## src/rtl/mulseq_pkg.sv

```systemverilog
// Shared types and constants for the multiplier result sequencer.
package mulseq_pkg;

  localparam int unsigned MULSEQ_DATA_W = 32;
  localparam int unsigned SETTLE_CNT_W  = 4;

  typedef enum logic [1:0] {
    IDLE    = 2'd0,
    EXEC    = 2'd1,
    SEND_LO = 2'd2,
    SEND_HI = 2'd3
  } mulseq_state_e;

endpackage

```

## src/rtl/mul_result_sequencer.sv

```systemverilog
// Operand register, settle timer and LO/HI result streamer around an external multiplier.
// Optional overflow flag output enabled by defining MULSEQ_OVF_FLAG_EN.
module mul_result_sequencer
  import mulseq_pkg::*;
#(
  parameter int unsigned DATA_W        = MULSEQ_DATA_W,
  parameter int unsigned SETTLE_CYCLES = 2
) (
  input  logic                clk,
  input  logic                clr,
  input  logic                start,
  input  logic [DATA_W-1:0]   multiplicand_in,
  input  logic [DATA_W-1:0]   multiplier_in,
  output logic [DATA_W-1:0]   mul_a,
  output logic [DATA_W-1:0]   mul_b,
  input  logic [2*DATA_W-1:0] mul_product,
  output logic [DATA_W-1:0]   z_lo,
  output logic [DATA_W-1:0]   z_hi,
  output logic                out_valid,
  input  logic                out_ready,
  output logic [DATA_W-1:0]   out_data,
  output logic                out_is_hi,
  output logic                busy,
  output logic                done
`ifdef MULSEQ_OVF_FLAG_EN
  ,
  output logic                ovf
`endif
);

  mulseq_state_e           state, state_next;
  logic [SETTLE_CNT_W-1:0] settle_cnt;
  logic                    accept;
  logic                    capture;

  always_ff @(posedge clk) begin
    if (clr) state <= IDLE;
    else     state <= state_next;
  end

  always_comb begin
    state_next = state;
    accept     = 1'b0;
    capture    = 1'b0;
    case (state)
      IDLE:    if (start) begin
                 accept     = 1'b1;
                 state_next = EXEC;
               end
      EXEC:    if (settle_cnt == '0) begin
                 capture    = 1'b1;
                 state_next = SEND_LO;
               end
      SEND_LO: if (out_ready) state_next = SEND_HI;
      SEND_HI: if (out_ready) state_next = IDLE;
      default: state_next = IDLE;
    endcase
  end

  always_ff @(posedge clk) begin
    if (clr) begin
      mul_a      <= '0;
      mul_b      <= '0;
      z_lo       <= '0;
      z_hi       <= '0;
      settle_cnt <= '0;
      done       <= 1'b0;
    end else begin
      done <= (state == SEND_HI) && out_ready;
      if (accept) begin
        mul_a      <= multiplicand_in;
        mul_b      <= multiplier_in;
        settle_cnt <= SETTLE_CNT_W'(SETTLE_CYCLES - 1);
      end else if ((state == EXEC) && (settle_cnt != '0)) begin
        settle_cnt <= settle_cnt - SETTLE_CNT_W'(1);
      end
      if (capture) {z_hi, z_lo} <= mul_product;
    end
  end

  // Stream outputs decode registered state only, so out_ready never reaches out_valid.
  always_comb begin
    out_valid = 1'b0;
    out_is_hi = 1'b0;
    out_data  = '0;
    case (state)
      SEND_LO: begin
        out_valid = 1'b1;
        out_data  = z_lo;
      end
      SEND_HI: begin
        out_valid = 1'b1;
        out_is_hi = 1'b1;
        out_data  = z_hi;
      end
      default: ;
    endcase
  end

  assign busy = (state != IDLE);

`ifdef MULSEQ_OVF_FLAG_EN
  always_ff @(posedge clk) begin
    if (clr || accept) ovf <= 1'b0;
    else if (capture)  ovf <= (mul_product[2*DATA_W-1:DATA_W] != {DATA_W{mul_product[DATA_W-1]}});
  end
`endif

endmodule

```

## config.mk

```make
export PLATFORM = sky130hd
export DESIGN_NAME = mul_result_sequencer
export DESIGN_NICKNAME = d
export VERILOG_FILES = /design/src/rtl/mulseq_pkg.sv /design/src/rtl/mul_result_sequencer.sv
export SDC_FILE = /design/constraint.sdc
export NUM_CORES = 1
export LEC_CHECK = 0
export CORE_AREA = 2 2 118 120
export CTS_BUF_LIST = sky130_fd_sc_hd__clkbuf_8
export DETAILED_ROUTE_END_ITERATION = 7
export DIE_AREA = 0 0 120 122
export PLACE_DENSITY = 0.91
export SYNTH_ARGS = -nofsm -noshare
export SYNTH_HDL_FRONTEND = slang
export SYNTH_SLANG_ARGS = --single-unit
```

## constraint.sdc

```tcl
create_clock -name clk -period 2.6 [get_ports clk]
set_input_delay 0.52 -clock clk [delete_from_list [all_inputs] [get_ports clk]]
set_output_delay 0.52 -clock clk [all_outputs]
set_load 0.03 [all_outputs]
```

=== Word-level counts from Yosys, hierarchy flattened ===
Cells that the tools add are included.

* Bits in registers: 135
* Bits of input ports: 132
* Output and inout bits: 164
* Word-level logic and storage cells: 40

* Reductions and logical operators: 10
* Add/sub/neg operators: 1
* Equality and inequality tests: 7
* Mux-type cells: 14

{| class="wikitable"
|+ Operators with widths
! cell !! number
|-
| case mux 32 bit (2 select lines) || 1
|-
| 2-to-1 mux 1 bit || 8
|-
| 2-to-1 mux 2 bit || 4
|-
| != test 2 bit (second input constant) || 4
|-
| case mux 2 bit (4 select lines) || 1
|-
| equality test 2 bit (second input constant) || 2
|-
| zero test 4 bit || 1
|-
| AND reduction 4 bit || 1
|-
| nonzero test 2 bit || 2
|-
| nonzero test 4 bit || 1
|-
| OR reduction 2 bit || 2
|-
| subtractor 4 x 1 -> 4 bit (second input constant) || 1
|-
| equality test 2 x 1 -> 1 bit (second input constant) || 1
|-
| logical AND 1 bit || 2
|-
| zero test 2 bit || 1
|}

=== Logic depth before layout (Yosys ltp) ===
* Depth after elaboration: 4
* Mapped depth: 8
* Depth with buffers taken out: 5

=== Worst setup path before layout ===
OpenSTA, ideal clock, no wires.

* Path type: register -> output
* Start point: register state[0]
* End point: output out_data[10]
* Path buffers: 3
* Arrival time: 1.888 ns
* Data required time: 2.080 ns
* Stages on the path, launching flop included: 9
* Path slack: 0.192 ns
* Path through: dfxtp_1 -> inv_1 -> ha_1 -> clkbuf_1 -> or2_1 -> and2_1 -> clkbuf_1 -> buf_2 -> a22o_1

* Longest elaborated chain between the ends: 2
* Elaborated cells on any way between the ends: 3
* Classes of those cells: eq/ne (2); mux (1)

{| class="wikitable"
|+ RTL lines
! item !! RTL line !! text
|-
| from (decl) || mul_result_sequencer.sv:31 || <nowiki>mulseq_state_e state, state_next;</nowiki>
|-
| from (signal assigned) || mul_result_sequencer.sv:38 || <nowiki>else state <= state_next;</nowiki>
|-
| equality test 2 bit || mul_result_sequencer.sv:86 || <nowiki>case (state)</nowiki>
|-
| case mux 32 bit (2 select lines) * || mul_result_sequencer.sv:86 ||
|-
| to (decl) || mul_result_sequencer.sv:21 || <nowiki>output logic [DATA_W-1:0] out_data,</nowiki>
|}

Every way passes the cells marked *; elsewhere a longest branch is shown, timed or not.

=== Worst setup path in the final report ===
* Start point: register state[0]
* End point: output out_data[0]

The elaborated chain is that of the path after synthesis.

==> impl_metrics.ini <==
[drt]
avgRoutedWirePerCell_microns = 15.2
via_per_inst = 4.89
dr.first_iter.drc_count = 318
final_antenna_net_count = 0
vias = 5447
firstDrtPassIters = 4
drt-total-wl_mm = 16.9
route.detailed.drc = 0

[synth]
synth_seq_cells = 135
synthCells = 646
ys_top_cells_by_area = dfxtp_1 53%, nand2_1 19%, a21oi_1 13%
synth_edf_count = 0
synth.most_common_cell = nand2_1
syn_nets = 784
synth_seq_area_share = 0.529
synth_area_leader_cell = dfxtp_1
synth_warnings = 0
synth_area_sq_mm = 0.00511
async_flop_share = 0
synth.avg_cell_area_sq_um = 7.91
synth_top_area_frac = 0.529
synthFlopType = dfxtp_1
ys_types = 27
synth_commonest_cells = 258 x nand2_1, 135 x dfxtp_1, 130 x a21oi_1, 36 x clkbuf_1, 32 x a22o_1

[die]
chipWidth_microns = 120
fp.dieArea_sq_mm = 0.0146
num_rows = 43
core_sq_mm = 0.0135
num_io_pins = 296
start_util = 0.378
die_y_microns = 122

[global_route]
grt_max_degree = 65
grt_pass1_wl_mm = 25.4
grt_use_total = 0.222
antenna_found_initial = 0
grt_overflow = 0
grt_pass1_vias = 5235

[sta]
fmax_mhz = 397
fin_skew_ns = 0.0103
tightest_slew_ns = 0.530
whs_ns = 0.455
slew_viol_final = 0
slew_headroom = 0.647
fin_tns_setup_ns = 0
hold_viol_final = 0
fin_crit_sh = 0.969
setup_viol = 0
period_needed_ns = 2.52

[placed_design]
gp_congestion = 0.756
dp_hpwl_mm = 11.5
numPortBuffers = 295
place_inst = 1078

[power_and_ir_drop]
internal-power_mw = 4.95
p_sw_mw = 3.08
seqPwrFrac = 0.343
p_clk_frac = 0.249
comb_power_share = 0.408
swShare = 0.383
peakVddDrop_mv = 0.466
p_leak_nw = 3.29
total_power_mw = 8.03
power_density_mw_per_mm2 = 919

[layout]
num_antenna_cells = 0
layout-drive-gt1-share = 0.0963
fillers = 1085
regArea_sq_mm = 0.00270
stdcell_count = 1115
postLayoutCoreUtil = 0.647
multiInputGateArea_sq_mm = 0.00220
final_nets = 1060
syn2layout_area_growth_pct = 71.0

[cts]
cts_max_level = 4
clock-root-buffer = clkbuf_8
cts_buffers = 17
cts_sinks = 135
clkLatencyLatePin_ns = 0.45
cts_tree = done
clockBufferDepth = 2
path_clk_slew_ns = 0.08
postCtsHoldBufs = 0

[setup_path]
critPathRequiredTime_ns = 2.08
crit_type = register to output port
cp-end-kind = output port
crit_fanout = 8
cp.arrival_ns = 2.00
start_kind = register

[outcome]
outcome = completed

[worst_hold_path]
hold_path_class = register to register

[job]
cap_violations = 0
flip-flops by register name (all words and copies together), names as in the netlist:
register / count
mul_b: 32
z_lo: 32
settle_cnt: 4
state: 2
done: 1
mul_a: 32
z_hi: 32
routing by layer:
layer	wire length, microns	part of all wire	vias up	GRT usage
li1	-	-	2680	-
met1	6720	0.40	2501	0.250
met2	8430	0.50	238	0.380
met3	1460	0.086	28	0.0787
met4	314	0.019	0	0.0941
met5	0	0	-	0
area by class of cell:
class / count / area share
clock buffers: 19 / 0.0299
clock inverters: 13 / 0.0232
repair buffers: 310 / 0.357
multi-input cells: 451 / 0.252
well taps: 180 / 0.0258
flip-flops and latches: 135 / 0.309
inverters: 7 / 0.00301
path summary, 6_finish.rpt:
path	start	end	slack [ns]	depth (start not counted)
max reg2reg	state[1]	mul_b[9]	0.59	6
min reg2reg	mul_a[28]	mul_a[28]	0.45	2
max	state[0]	out_data[0]	0.08	7
min	mul_a[28]	mul_a[28]	0.45	2
kinds of logic after synthesis:
kind of cell	share of synthesized area
mux	0.00392
simple gates	0.212
flops	0.529
fa+ha+maj	0.0147
xor+xnor	0.00171
buf+inv	0.0472
compound gates	0.192
cell usage in the layout (no fill, tap or decap), types with 2 or more instances in the layout:
cell             instances
clkdlybuf4s50_1        260
nand2_1                257
dfxtp_1                134
a21oi_1                130
buf_4                   37
a22o_1                  31
clkbuf_8                19
inv_1                    8
buf_12                   7
ha_1                     5
bufinv_16                5
nand2b_1                 4
clkinvlp_4               4
buf_6                    3
nor2_1                   2
mux2i_1                  2
nor3_1                   2
clkinv_2                 2
worst max-delay path: stages, from the launching register on:
cell	delay, ns
dfxtp_2	0.36
inv_1	0.07
ha_2	0.18
or2_1	0.22
and2_4	0.19
clkbuf_16	0.17
a22o_4	0.22
buf_12	0.13
repair_timing:
action	4_1_cts	5_1_grt
pin swaps	2	1
gates resized for setup	7	6
setup endpoints to repair	32	33
gates cloned	1	1
buffers inserted	2	1
power groups by stage:
| stage | sequential (mW) | combinational [mW] | clock, mW |
|---|---|---|---|
| after global routing | 2.80 | 3.51 | 2.13 |
| final | 2.75 | 3.27 | 2.00 |
| after detailed placement | 2.79 | 3.24 | 0 |
| after global placement | 2.78 | 3.19 | 0 |
| after CTS | 2.75 | 3.29 | 2.04 |
| after floorplan | 3.43 | 1.21 | 0 |
stage by stage:
step / setup WS, ns / instance area, sq um
2_1_floorplan: 0.192 / 5110
3_3_place_gp: 0.408 / 8160
3_5_place_dp: 0.338 / 8160
4_1_cts: 0.0297 / 8680
5_1_grt: -0.0267 / 8740
6_report: 0.0794 / 8740
Power figures use the tool's default switching activity.
